`src/rtl/loteria_multi.sv`:
```
`default_nettype none
// ============================================================================
// Module      : loteria_multi
// Description : Lottery bet checker. A game starts with novo_jogo, which
//               latches the drawn number. Bet digits then arrive one per
//               insere pulse and are compared position by position against
//               the draw. The longest run of consecutive matching digits
//               decides the prize, which is reported one cycle after the
//               last digit and counted in saturating win counters.
//
// Ports       : clock_i          rising-edge clock
//               reset_n_i        asynchronous active-low reset
//               sorteio_i        drawn number, digit 0 in the MS nibble
//               novo_jogo_i      start a game, latch sorteio_i
//               insere_i         numero_i is valid this cycle
//               numero_i         bet digit
//               fim_i            abort the current game
//               clear_stats_i    synchronous clear of the win counters
//               premio_o         00 none, 01 prize 1, 10 prize 2
//               premio_valid_o   one-cycle pulse when premio_o is updated
//               p1_o / p2_o      prize-1 / prize-2 win counters (saturating)
//               jogos_o          completed-game counter (optional)
//               busy_o           high while a game is in PLAY or SCORE
//
// Options     : LOTERIA_JOGOS_COUNT_EN - when defined, adds jogos_o, a
//               saturating count of games that reached scoring.
//
// Revision    : 1.0 - initial release
// ============================================================================

module loteria_multi #(
    parameter int DIGITS  = 5,
    parameter int DIGIT_W = 4,
    parameter int P1_RUN  = 4,
    parameter int P2_RUN  = 2,
    parameter int COUNT_W = 5
) (
    input  logic                        clock_i,
    input  logic                        reset_n_i,
    input  logic [DIGITS*DIGIT_W-1:0]   sorteio_i,
    input  logic                        novo_jogo_i,
    input  logic                        insere_i,
    input  logic [DIGIT_W-1:0]          numero_i,
    input  logic                        fim_i,
    input  logic                        clear_stats_i,
    output logic [1:0]                  premio_o,
    output logic                        premio_valid_o,
    output logic [COUNT_W-1:0]          p1_o,
    output logic [COUNT_W-1:0]          p2_o,
`ifdef LOTERIA_JOGOS_COUNT_EN
    output logic [COUNT_W-1:0]          jogos_o,
`endif
    output logic                        busy_o
);

    // Index, run and max must be able to hold the value DIGITS itself
    // (index after the last digit, run/max after an all-match bet).
    localparam int IDX_W = $clog2(DIGITS + 1);

    localparam logic [IDX_W-1:0]   LAST_IDX     = IDX_W'(DIGITS - 1);
    localparam logic [IDX_W-1:0]   P1_THR       = IDX_W'(P1_RUN);
    localparam logic [IDX_W-1:0]   P2_THR       = IDX_W'(P2_RUN);
    localparam logic [COUNT_W-1:0] COUNT_MAX    = {COUNT_W{1'b1}};
    localparam logic [1:0]         PREMIO_NONE  = 2'b00;
    localparam logic [1:0]         PREMIO_P1    = 2'b01;
    localparam logic [1:0]         PREMIO_P2    = 2'b10;

    typedef enum logic [1:0] {
        S_IDLE  = 2'd0,
        S_PLAY  = 2'd1,
        S_SCORE = 2'd2,
        S_DONE  = 2'd3
    } state_t;

    state_t                      state_q,   state_d;
    logic [DIGITS*DIGIT_W-1:0]   draw_q,    draw_d;
    logic [IDX_W-1:0]            idx_q,     idx_d;
    logic [IDX_W-1:0]            run_q,     run_d;
    logic [IDX_W-1:0]            max_q,     max_d;
    logic [1:0]                  premio_q,  premio_d;
    logic                        valid_q,   valid_d;
    logic                        busy_q,    busy_d;
    logic [COUNT_W-1:0]          p1_q,      p1_d;
    logic [COUNT_W-1:0]          p2_q,      p2_d;
`ifdef LOTERIA_JOGOS_COUNT_EN
    logic [COUNT_W-1:0]          jogos_q,   jogos_d;
`endif

    // ------------------------------------------------------------------
    // Split the latched draw into digits, digit 0 being the most
    // significant field.
    // ------------------------------------------------------------------
    logic [DIGIT_W-1:0] w_digit [DIGITS];

    for (genvar gi = 0; gi < DIGITS; gi++) begin : g_digit
        assign w_digit[gi] = draw_q[(DIGITS-1-gi)*DIGIT_W +: DIGIT_W];
    end

    // Compare-based mux keeps the select width independent of DIGITS.
    logic [DIGIT_W-1:0] w_cur_digit;
    always_comb begin
        w_cur_digit = '0;
        for (int i = 0; i < DIGITS; i++) begin
            if (idx_q == IDX_W'(i)) begin
                w_cur_digit = w_digit[i];
            end
        end
    end

    logic [IDX_W-1:0] w_run_inc;
    logic             w_match;
    logic [1:0]       w_score;
    logic             w_score_exit;

    assign w_run_inc = run_q + IDX_W'(1);
    assign w_match   = (numero_i == w_cur_digit);

    // Prize 1 wins over prize 2 since its threshold is the stricter one.
    assign w_score = (max_q >= P1_THR) ? PREMIO_P1 :
                     (max_q >= P2_THR) ? PREMIO_P2 : PREMIO_NONE;

    // ------------------------------------------------------------------
    // Next-state logic
    // ------------------------------------------------------------------
    always_comb begin
        state_d      = state_q;
        draw_d       = draw_q;
        idx_d        = idx_q;
        run_d        = run_q;
        max_d        = max_q;
        premio_d     = premio_q;
        valid_d      = 1'b0;
        busy_d       = busy_q;
        w_score_exit = 1'b0;

        if (novo_jogo_i) begin
            // A new game pre-empts everything, including a pending score.
            state_d  = S_PLAY;
            draw_d   = sorteio_i;
            idx_d    = '0;
            run_d    = '0;
            max_d    = '0;
            premio_d = PREMIO_NONE;
            busy_d   = 1'b1;
        end else begin
            case (state_q)
                S_PLAY: begin
                    if (fim_i) begin
                        // Abort wins over a simultaneous digit.
                        state_d  = S_IDLE;
                        premio_d = PREMIO_NONE;
                        busy_d   = 1'b0;
                    end else if (insere_i) begin
                        if (w_match) begin
                            run_d = w_run_inc;
                            if (w_run_inc > max_q) begin
                                max_d = w_run_inc;
                            end
                        end else begin
                            run_d = '0;
                        end
                        idx_d = idx_q + IDX_W'(1);
                        if (idx_q == LAST_IDX) begin
                            state_d = S_SCORE;
                        end
                    end
                end
                S_SCORE: begin
                    premio_d     = w_score;
                    valid_d      = 1'b1;
                    busy_d       = 1'b0;
                    state_d      = S_DONE;
                    w_score_exit = 1'b1;
                end
                default: begin
                    // IDLE and DONE hold premio and ignore insere/fim.
                end
            endcase
        end
    end

    // ------------------------------------------------------------------
    // Win counters: clear has priority over an increment in the same
    // cycle, and counters stick at all-ones.
    // ------------------------------------------------------------------
    always_comb begin
        p1_d = p1_q;
        p2_d = p2_q;
        if (clear_stats_i) begin
            p1_d = '0;
            p2_d = '0;
        end else if (w_score_exit) begin
            if (w_score == PREMIO_P1 && p1_q != COUNT_MAX) begin
                p1_d = p1_q + COUNT_W'(1);
            end
            if (w_score == PREMIO_P2 && p2_q != COUNT_MAX) begin
                p2_d = p2_q + COUNT_W'(1);
            end
        end
    end

`ifdef LOTERIA_JOGOS_COUNT_EN
    always_comb begin
        jogos_d = jogos_q;
        if (clear_stats_i) begin
            jogos_d = '0;
        end else if (w_score_exit && jogos_q != COUNT_MAX) begin
            jogos_d = jogos_q + COUNT_W'(1);
        end
    end
`endif

    // ------------------------------------------------------------------
    // State registers
    // ------------------------------------------------------------------
    always_ff @(posedge clock_i or negedge reset_n_i) begin
        if (!reset_n_i) begin
            state_q  <= S_IDLE;
            draw_q   <= '0;
            idx_q    <= '0;
            run_q    <= '0;
            max_q    <= '0;
            premio_q <= PREMIO_NONE;
            valid_q  <= 1'b0;
            busy_q   <= 1'b0;
            p1_q     <= '0;
            p2_q     <= '0;
`ifdef LOTERIA_JOGOS_COUNT_EN
            jogos_q  <= '0;
`endif
        end else begin
            state_q  <= state_d;
            draw_q   <= draw_d;
            idx_q    <= idx_d;
            run_q    <= run_d;
            max_q    <= max_d;
            premio_q <= premio_d;
            valid_q  <= valid_d;
            busy_q   <= busy_d;
            p1_q     <= p1_d;
            p2_q     <= p2_d;
`ifdef LOTERIA_JOGOS_COUNT_EN
            jogos_q  <= jogos_d;
`endif
        end
    end

    assign premio_o       = premio_q;
    assign premio_valid_o = valid_q;
    assign busy_o         = busy_q;
    assign p1_o           = p1_q;
    assign p2_o           = p2_q;
`ifdef LOTERIA_JOGOS_COUNT_EN
    assign jogos_o        = jogos_q;
`endif

endmodule

`default_nettype wire

```
`config.mk`:
```
export PLATFORM = sky130hd
export DESIGN_NAME = loteria_multi
export DESIGN_NICKNAME = d
export VERILOG_FILES = /design/src/rtl/loteria_multi.sv
export SDC_FILE = /design/constraint.sdc
export NUM_CORES = 1
export LEC_CHECK = 0
export BUFFER_PORTS_ARGS = -buffer_cell sky130_fd_sc_hd__buf_2
export CAP_MARGIN = 5
export CELL_PAD_IN_SITES_DETAIL_PLACEMENT = 0
export CELL_PAD_IN_SITES_GLOBAL_PLACEMENT = 1
export CORE_ASPECT_RATIO = 0.9
export CORE_MARGIN = 4
export CORE_UTILIZATION = 49
export CTS_BUF_LIST = sky130_fd_sc_hd__clkbuf_2
export DETAILED_ROUTE_END_ITERATION = 10
export GPL_ROUTABILITY_DRIVEN = 0
export HOLD_SLACK_MARGIN = 0.05
export PLACE_DENSITY = 0.86
export SYNTH_ARGS = -nofsm -noshare
export SYNTH_HDL_FRONTEND = slang
export SYNTH_SLANG_ARGS = --single-unit
```
`constraint.sdc`:
```
create_clock -name clock_i -period 7.3 [get_ports clock_i]
set_clock_uncertainty 0.05 [all_clocks]
set_input_delay 1.46 -clock clock_i [delete_from_list [all_inputs] [get_ports clock_i]]
set_output_delay 1.46 -clock clock_i [all_outputs]
set_load 0.01 [all_outputs]
```
### Yosys cells after proc, flatten, opt, wreduce, memory -nomap -nowiden

Cells that the tools add are included.

* equal/unequal tests: 15
* multiplexer cells: 41
* bitwise operators: 0
* div/mod/pow operators: 0
* shift operators: 0
* reductions and logical operators: 17
* $lt $le $gt $ge: 3
* $mul: 0
* add/subtract/negate cells: 4

Operators by type and width (number)
* $mux 3: 15
* $mux 5: 6
* $mux 4: 5
* $mux 2: 8
* $reduce_bool 2->1: 7
* $add 5x1->5 const B: 2
* $ne 5x5->1 const B: 2
* $ne 4x4->1 const B: 2
* $pmux 2 s2: 2
* $add 3x1->3 const B: 2
* $eq 3x2->1 const B: 2
* $reduce_and 2->1: 3
* $reduce_and 3->1: 2
* $reduce_and 5->1: 1
* $eq 2x1->1 const B: 2
* $eq 2x2->1 const B: 2
* $eq 4x4->1: 1
* $mux 1: 4
* $eq 3x1->1 const B: 1
* $eq 3x3->1 const B: 1
* $ge 3x2->1 const B: 1
* $ge 3x3->1 const B: 1
* $gt 3x3->1: 1
* $logic_not 3->1: 1
* other kinds (5): 6

* logic and storage cells: 90
* bits of input ports: 30
* memories: 0
* flip-flop bits (word level): 45
* bits in writable memories: 0
* bits in read-only memories: 0
* latch bits: 0
* output and inout bits: 14

### Logic depth before layout (Yosys ltp)

Gate-level depths: netlist of run 1.

* depth in word-level cells: 12
* gate-level depth with buffers: 10
* gate-level depth less buffers: 8

### Worst setup path after synthesis of run 1

No wires, ideal clock.

* kind: in2reg
* start point: input fim_i
* end point: register max_q[0]
* path slack: 4251 ps
* path buffers: 1
* setup time: 125 ps
* stages: 7
* arrival: 2874 ps
* data required time: 7125 ps
* cells stage by stage: and2b_1 and3b_1 clkbuf_1 o211a_1 o221ai_2 nor3_4 mux2_4

* longest elaborated chain between the ends: 2

RTL lines
* start: declaration: RTL line 44 `input logic fim_i,`
* $ne 2x2->1 (no line)
* $reduce_and 5->1 (no line)
* end signal: assignment: RTL line 236 `max_q <= max_d;`
* end: declaration: RTL line 79 `logic [IDX_W-1:0] max_q, max_d;`

No other way between the ends.
A chain may end at the register's enable or synchronous reset.

### Worst setup path after layout of run 1

Ends and elaborated chain as after synthesis.

==> summary.txt, run 1 <==
Startpoint Class = input port
Fin crit period = 2840 ps
Share of the synthesized area in the top cell type = 47.1%
Setup CP Type = input port to flip-flop
Vias per Instance = 5.26
Setup TNS = 0 ps
Iteration-0 DRC count of the detailed router = 79
Post-synthesis sequential area ratio = 47.1%
Req. time, crit path = 7570 ps
Worst-skew pair later-pin latency = 410 ps
# diodes = 0
Routed vias = 1677
Drt total wl = 4540 um
Distinct cells, synth = 47
Number of port buffers = 43
Global Route Usage Sum = 17.3%
Yosys warns = 0
H-tree levels = 2
Final setup violation count = 0
Number of synthesized flops with an enable pin = 0
Layout cell share with drive strength beyond 1 = 30.7%
Routed Antenna Nets = 0
CTS buffer count = 5
Status = complete, no violations
Yosys top cell by area = dfrtp_1
# resized after CTS = 0
Initial antenna violation count = 0
Reg-to-reg setup timing slack = 4690 ps
Area growth syn-to-layout = 11.7%
DR WL/cell = 14.2 um
CTS root buf = clkbuf_2
Fillers = 404
Die Span X = 81.6 um
DRC violations left = 0
Post-CTS setup buffer count = 0
Area contributors post-synth = dfrtp_1, mux2_2, ha_1, a21oi_1, nand2_1
Top FF cell, synth = dfrtp_1
Avg Inst Size Synth = 11.1 um^2
Initial Util = 52.2%
CTS max path bufs = 2
Min Hold Slack = 491 ps
Post-synth ARST share = 100%
Worst slew pin tran = 1010 ps
Final nets = 299
Final Hold Fails = 0
Core Box Area = 4580 um^2
Final period utilization = 38.9%
HP Class = flip-flop to flip-flop
Syn Std Cell Area = 2390 um^2
Number of global-route vias before repair = 1636
Gate Count Post-Synth = 215
Dpl hpwl = 3370 um
Router iterations before antenna repair = 4
RSZ-0062 raised after global routing = no
Hold buffers post-CTS = 0
Chip height = 74.3 um
Syn_nets = 258
CP arrival = 3110 ps
Critical Path Sink Type = flip-flop
Die ar. = 6060 um^2
Max cap viols = 0
Leakage = 1.25 nW
Worst-path maximum fanout = 5
Synthesis-stage register bit count = 45
Hold Path Depth = 1
CTS tree = built
Max Fclk = 352 MHz
Most frequent cells in the layout = dfrtp_1, buf_2, mux2_2, nor2_1, nand2_1
Largest net degree at the start of global routing = 46
Slew Limit Fails = 0
Sink Count = 45
Pwr Density = 164 nW/um^2
Clk slew on worst S/H paths = 220 ps
R2R depth = 8
IR drop worst, VDD = 0.101 mV
Top Ports = 44
Remaining Overflow, GRT = 0
First-pass GRT wire length = 7890 um
Commonest non-fill, non-tap cell in the layout = dfrtp_1
Slew HR = 32.8%
Rows = 23
==> layer usage <==
| metal | vias up | wire, um | GRT usage, % | part of all wire (%) |
|---|---|---|---|---|
| li1 | 837 | - | - | - |
| met2 | 30 | 1930 | 24.9 | 43 |
| met1 | 803 | 2340 | 25.8 | 51 |
| met5 | - | 0 | 0 | 0 |
| met4 | 0 | 54 | 5.54 | 1.2 |
| met3 | 7 | 218 | 4.12 | 4.8 |
==> metrics by stage <==
step / utilization, % / total power [mW] / cell area [um^2] / instances / setup slack [ps]
2_1_floorplan: - / 0.320 / 2390 / 215 / 4250
3_3_place_gp: 57.5 / 0.341 / 2630 / 311 / 4070
3_5_place_dp: 57.5 / 0.343 / 2630 / 311 / 4030
4_1_cts: 58.4 / 0.445 / 2670 / 319 / 4490
5_1_grt: 58.4 / 0.463 / 2670 / 319 / 4380
6_report: 58.4 / 0.437 / 2670 / 319 / 4460
==> cell families (layout without fill, tap and decap cells) <==
logic type	count (synthesis)	count (layout)	share of synthesized area, %
mux	24	24	11.2
fa+ha+maj	13	13	6.81
xor+xnor	9	9	3.30
simple gates	67	67	16.1
buf+inv	20	62	3.82
compound gates	37	37	11.6
flops	45	45	47.1
==> layout make-up <==
type	count	area, um^2	area share [%]
Inverter	11	41.3	1.55
Sequential cell	45	1130	42.2
Timing Repair Buffer	43	215	8.06
Multi-Input combinational cell	150	1170	43.9
Tap cell	62	77.6	2.91
Clock inverter	3	12.5	0.469
Clock buffer	5	25.0	0.937
==> power by group <==
part | total (mW) | switching (mW) | internal [mW] | leakage [nW]
sequential | 0.271 | 0.00859 | 0.263 | 0.576
combinational | 0.0664 | 0.0348 | 0.0315 | 0.651
clock | 0.0996 | 0.0786 | 0.0210 | 0.0278
==> state kept, by name (all words and copies together) (netlist names) <==
register / flops
p2_o: 5
busy_o: 1
premio_valid_o: 1
idx_q: 3
state_q: 2
run_q: 3
premio_o: 2
p1_o: 5
draw_q: 20
max_q: 3
==> synthesized netlist by cell type (2+ instances only) <==
library cell / count
xnor2_1: 4
mux2i_1: 5
a21oi_1: 13
and3_1: 2
a2111oi_0: 2
nand3b_1: 5
inv_1: 11
clkbuf_1: 3
o21ai_0: 4
dfrtp_1: 45
ha_1: 13
nor4_2: 2
and3b_1: 2
a221oi_2: 2
xor2_1: 5
nor2_1: 16
o21a_1: 2
or3b_1: 2
nand2b_1: 7
buf_6: 2
buf_1: 3
nor2b_1: 3
nand4_1: 2
nand3_1: 4
a211oi_1: 2
mux2_2: 18
nand2_1: 16
==> critical path, stage by stage <==
cell      delay (ps)
buf_2            100
and2b_1          240
nand3b_1         200
nor4_2           330
o221ai_2         180
nor3_4           270
mux2_4           320
==> path summary, 6_finish.rpt <==
path	from	end
min in group asynchronous	reset_n_i	premio_valid_o$_DFF_PN0_
worst max-delay path	fim_i	max_q[0]$_DFFE_PN0P_
worst max register to register	idx_q[0]$_DFFE_PN0P_	max_q[0]$_DFFE_PN0P_
worst min-delay path	draw_q[6]$_DFFE_PN0P_	draw_q[6]$_DFFE_PN0P_
worst min register to register	draw_q[6]$_DFFE_PN0P_	draw_q[6]$_DFFE_PN0P_
max in group asynchronous	reset_n_i	draw_q[13]$_DFFE_PN0P_
Note: power is estimated with default switching activity, not from simulation.
==> run 2, diff against run 1 <==
ABC_AREA = 1   (was default)
CORE_UTILIZATION = 42   (was 49)
PLACE_DENSITY = 0.8   (was 0.86)
clock period = 2.7 ns   (was 7.3 ns; I/O delays follow)
==> summary.txt, run 2 <==
Distinct cells, synth = 27 (-43%)
CTS root buf = clkbuf_2
Max incr delay on CP = 470 ps (+140 ps)
HP Class = input port to flip-flop
Slew Limit Fails = 0 (unchanged)
Top Ports = 44 (unchanged)
Fillers = 579 (+43%)
Final nets = 416 (+39%)
Routed Antenna Nets = 0 (unchanged)
Core Box Area = 5690 um^2 (+24%)
RSZ-0062 raised after global routing = no
Slowest-stage cell, CP = dfrtp_1
Max cap viols = 0 (unchanged)
Power, Total = 1.27 mW (+190%)
Post-synthesis sequential area ratio = 45.7% (-1.4 points)
Slew HR = 64.2% (+31 points)
Min Hold Slack = 213 ps (-278 ps)
Commonest non-fill, non-tap cell in the layout = nand2_1
Final Hold Fails = 0 (unchanged)
Area contributors post-synth = dfrtp_1, nand2_1, inv_1, ha_1, nand3_1
# diodes = 0 (unchanged)
Initial Util = 43.3% (-8.9 points)
Req. time, crit path = 2980 ps (-4590 ps)
Fin crit period = 2140 ps
Dpl hpwl = 4100 um (+22%)
Pwr Density = 451 nW/um^2 (+180%)
Syn_nets = 369 (+43%)
Yosys top cell by area = dfrtp_1
Layout cell share with drive strength beyond 1 = 17.4% (-13 points)
Clk slew on worst S/H paths = 240 ps (+20 ps)
Router iterations before antenna repair = 4 (unchanged)
CTS tree = built
Number of port buffers = 43 (unchanged)
Post-synth top cells = nand2_1, inv_1, dfrtp_1
Biggest register = draw_q
Reg-to-reg setup timing slack = 560 ps (-4130 ps)
Max reg flops = 20 (unchanged)
Area of placed instances = 2760 um^2 (+4.9%)
CTS buffer count = 5 (unchanged)
Share of the synthesized area in the top cell type = 45.7% (-1.4 points)
Final Util = 49.5% (-8.9 points)
Top FF cell, synth = dfrtp_1
Final period utilization = 79.3%
Largest net degree at the start of global routing = 36 (-22%)
Setup CP Type = flip-flop to flip-flop
Routed vias = 2129 (+27%)
Multi-input logic area = 1100 um^2 (-5.8%)
Buffers plus inverters on the worst setup path = 1 (unchanged)
Avg Inst Size Synth = 7.56 um^2 (-32%)
Count leader, synth = nand2_1
Rows = 26 (+13%)
Design area = 2820 um^2 (+5.4%)
DR WL/cell = 12.0 um (-16%)
Critical Path Sink Type = flip-flop
Synthesis-stage register bit count = 45 (unchanged)
Drt total wl = 5320 um (+17%)
Area taken by flip-flops and latches = 1130 um^2 (unchanged)
CTS max path bufs = 2 (unchanged)
Worst-path maximum fanout = 4 (-1)
Most frequent cells in the layout = nand2_1, inv_1, dfrtp_1, buf_2, nand3_1
Area growth syn-to-layout = 14.2%
Yosys warns = 0 (unchanged)
Most frequent CP cell = ha_1
Startpoint Class = flip-flop
Setup TNS = 0 ps (unchanged)
H-tree levels = 2 (unchanged)
CP arrival = 2420 ps (-690 ps)
First-pass GRT wire length = 9320 um (+18%)
Remaining Overflow, GRT = 0 (unchanged)
Leakage = 1.59 nW (+27%)
Sink Count = 45 (unchanged)
Vias per Instance = 4.80 (-8.8%)
Max Fclk = 467 MHz
Final setup violation count = 0 (unchanged)
Syn Std Cell Area = 2460 um^2 (+3.1%)
Number of global-route vias before repair = 2070 (+27%)
IR drop worst, VDD = 0.265 mV (+160%)
Number of synthesized flops with an enable pin = 0 (unchanged)
Iteration-0 DRC count of the detailed router = 80 (+1.3%)
Die Span X = 88.8 um (+8.7%)
DRC violations left = 0 (unchanged)
Worst-skew pair later-pin latency = 400 ps (about the same)
Die ar. = 7160 um^2 (+18%)
Status = complete, no violations
Critical-path cell list = ha_1 > xnor2_1 > inv_1 > ha_1 > nand3b_1 > a32oi_1 > nand4_1 > nand3_1 > nand2_1
Gate Count Post-Synth = 326 (+52%)
Global Route Usage Sum = 16.6% (-0.74 points)
Crit path max-delay family = adder cells
Initial antenna violation count = 0 (unchanged)
Worst slew pin tran = 531 ps (-477 ps)
Chip height = 80.7 um (+8.6%)
Post-synth ARST share = 100% (unchanged)
[run 2: cell count changes after synthesis, moves of 4 or more]
cell      delta
mux2_2      -18
nor3_1       +4
nand3_1     +24
o21ai_0     +23
nor2_1       +6
xor2_1       -4
inv_1       +40
nand2_1     +80
a21oi_1      -9
nand2b_1     -7
mux2i_1      -5
[run 2: metrics by stage]
step                      cells  setup slack, ps
final                       444              559
after global routing        444              232
after CTS                   444              542
after detailed placement    435              554
after global placement      435              569
after floorplan             326              800
[run 2: timing repair]
action | 4_1_cts | 5_1_grt
gates resized for setup | 0 | 0
setup buffers | 0 | 0
endpoints found under the setup margin | 0 | 0
hold buffers | 1 | 0
endpoints found under the hold margin | 19 | 0
[run 2: worst register-to-register path, delay by kind of cell (launching register included)]
| family | cells | cell delay, ps |
|---|---|---|
| adders and majority gates | 2 | 540 |
| DFF | 1 | 470 |
| buffers and inverters | 1 | 60 |
| and+or+nand+nor | 4 | 490 |
| AOI/OAI and AO/OA | 1 | 320 |
| xor gates and xnor gates | 1 | 170 |
[run 2: cell families (layout without fill, tap and decap cells)]
kind of cell	after synthesis	in the layout	share of synthesized area, %
flops	45	45	45.7
buf+inv	62	110	9.49
simple gates	166	166	29.2
fa+ha+maj	13	13	6.60
xor+xnor	2	2	0.711
compound gates	38	38	8.27
[run 2: final cells by class]
| class | count | area share [%] |
|---|---|---|
| sequential | 45 | 40.0 |
| tap | 70 | 3.11 |
| inverter | 55 | 7.33 |
| timing repair buffer | 47 | 8.80 |
| clock inverter | 3 | 0.622 |
| clock buffer | 5 | 0.889 |
| multi-input combinational | 219 | 39.2 |
[run 2: worst paths after layout]
check	from	cells past startpoint	end
max	run_q[0]$_DFFE_PN0P_	9	max_q[0]$_DFFE_PN0P_
min	clear_stats_i	2	p1_o[0]$_DFFE_PN0P_
max reg2reg	run_q[0]$_DFFE_PN0P_	9	max_q[0]$_DFFE_PN0P_
min reg2reg	draw_q[10]$_DFFE_PN0P_	2	draw_q[10]$_DFFE_PN0P_
max in group asynchronous	reset_n_i	3	run_q[0]$_DFFE_PN0P_
min in group asynchronous	reset_n_i	2	state_q[0]$_DFFE_PN0P_
[run 2: metal layers]
metal | global-route usage [%] | vias to the layer above | routed length (um)
li1 | - | 1115 | -
met1 | 24.3 | 980 | 2740
met2 | 24.4 | 32 | 2370
met3 | 3.49 | 2 | 183
met4 | 4.68 | 0 | 23
met5 | 0 | - | 0
[run 2: power breakdown]
part | internal [mW] | switching, mW | total [mW] | leakage (nW)
clock network | 0.0616 | 0.217 | 0.279 | 0.0304
logic | 0.0879 | 0.171 | 0.259 | 0.976
registers | 0.713 | 0.0188 | 0.732 | 0.585
total | 0.862 | 0.407 | 1.27 | 1.59
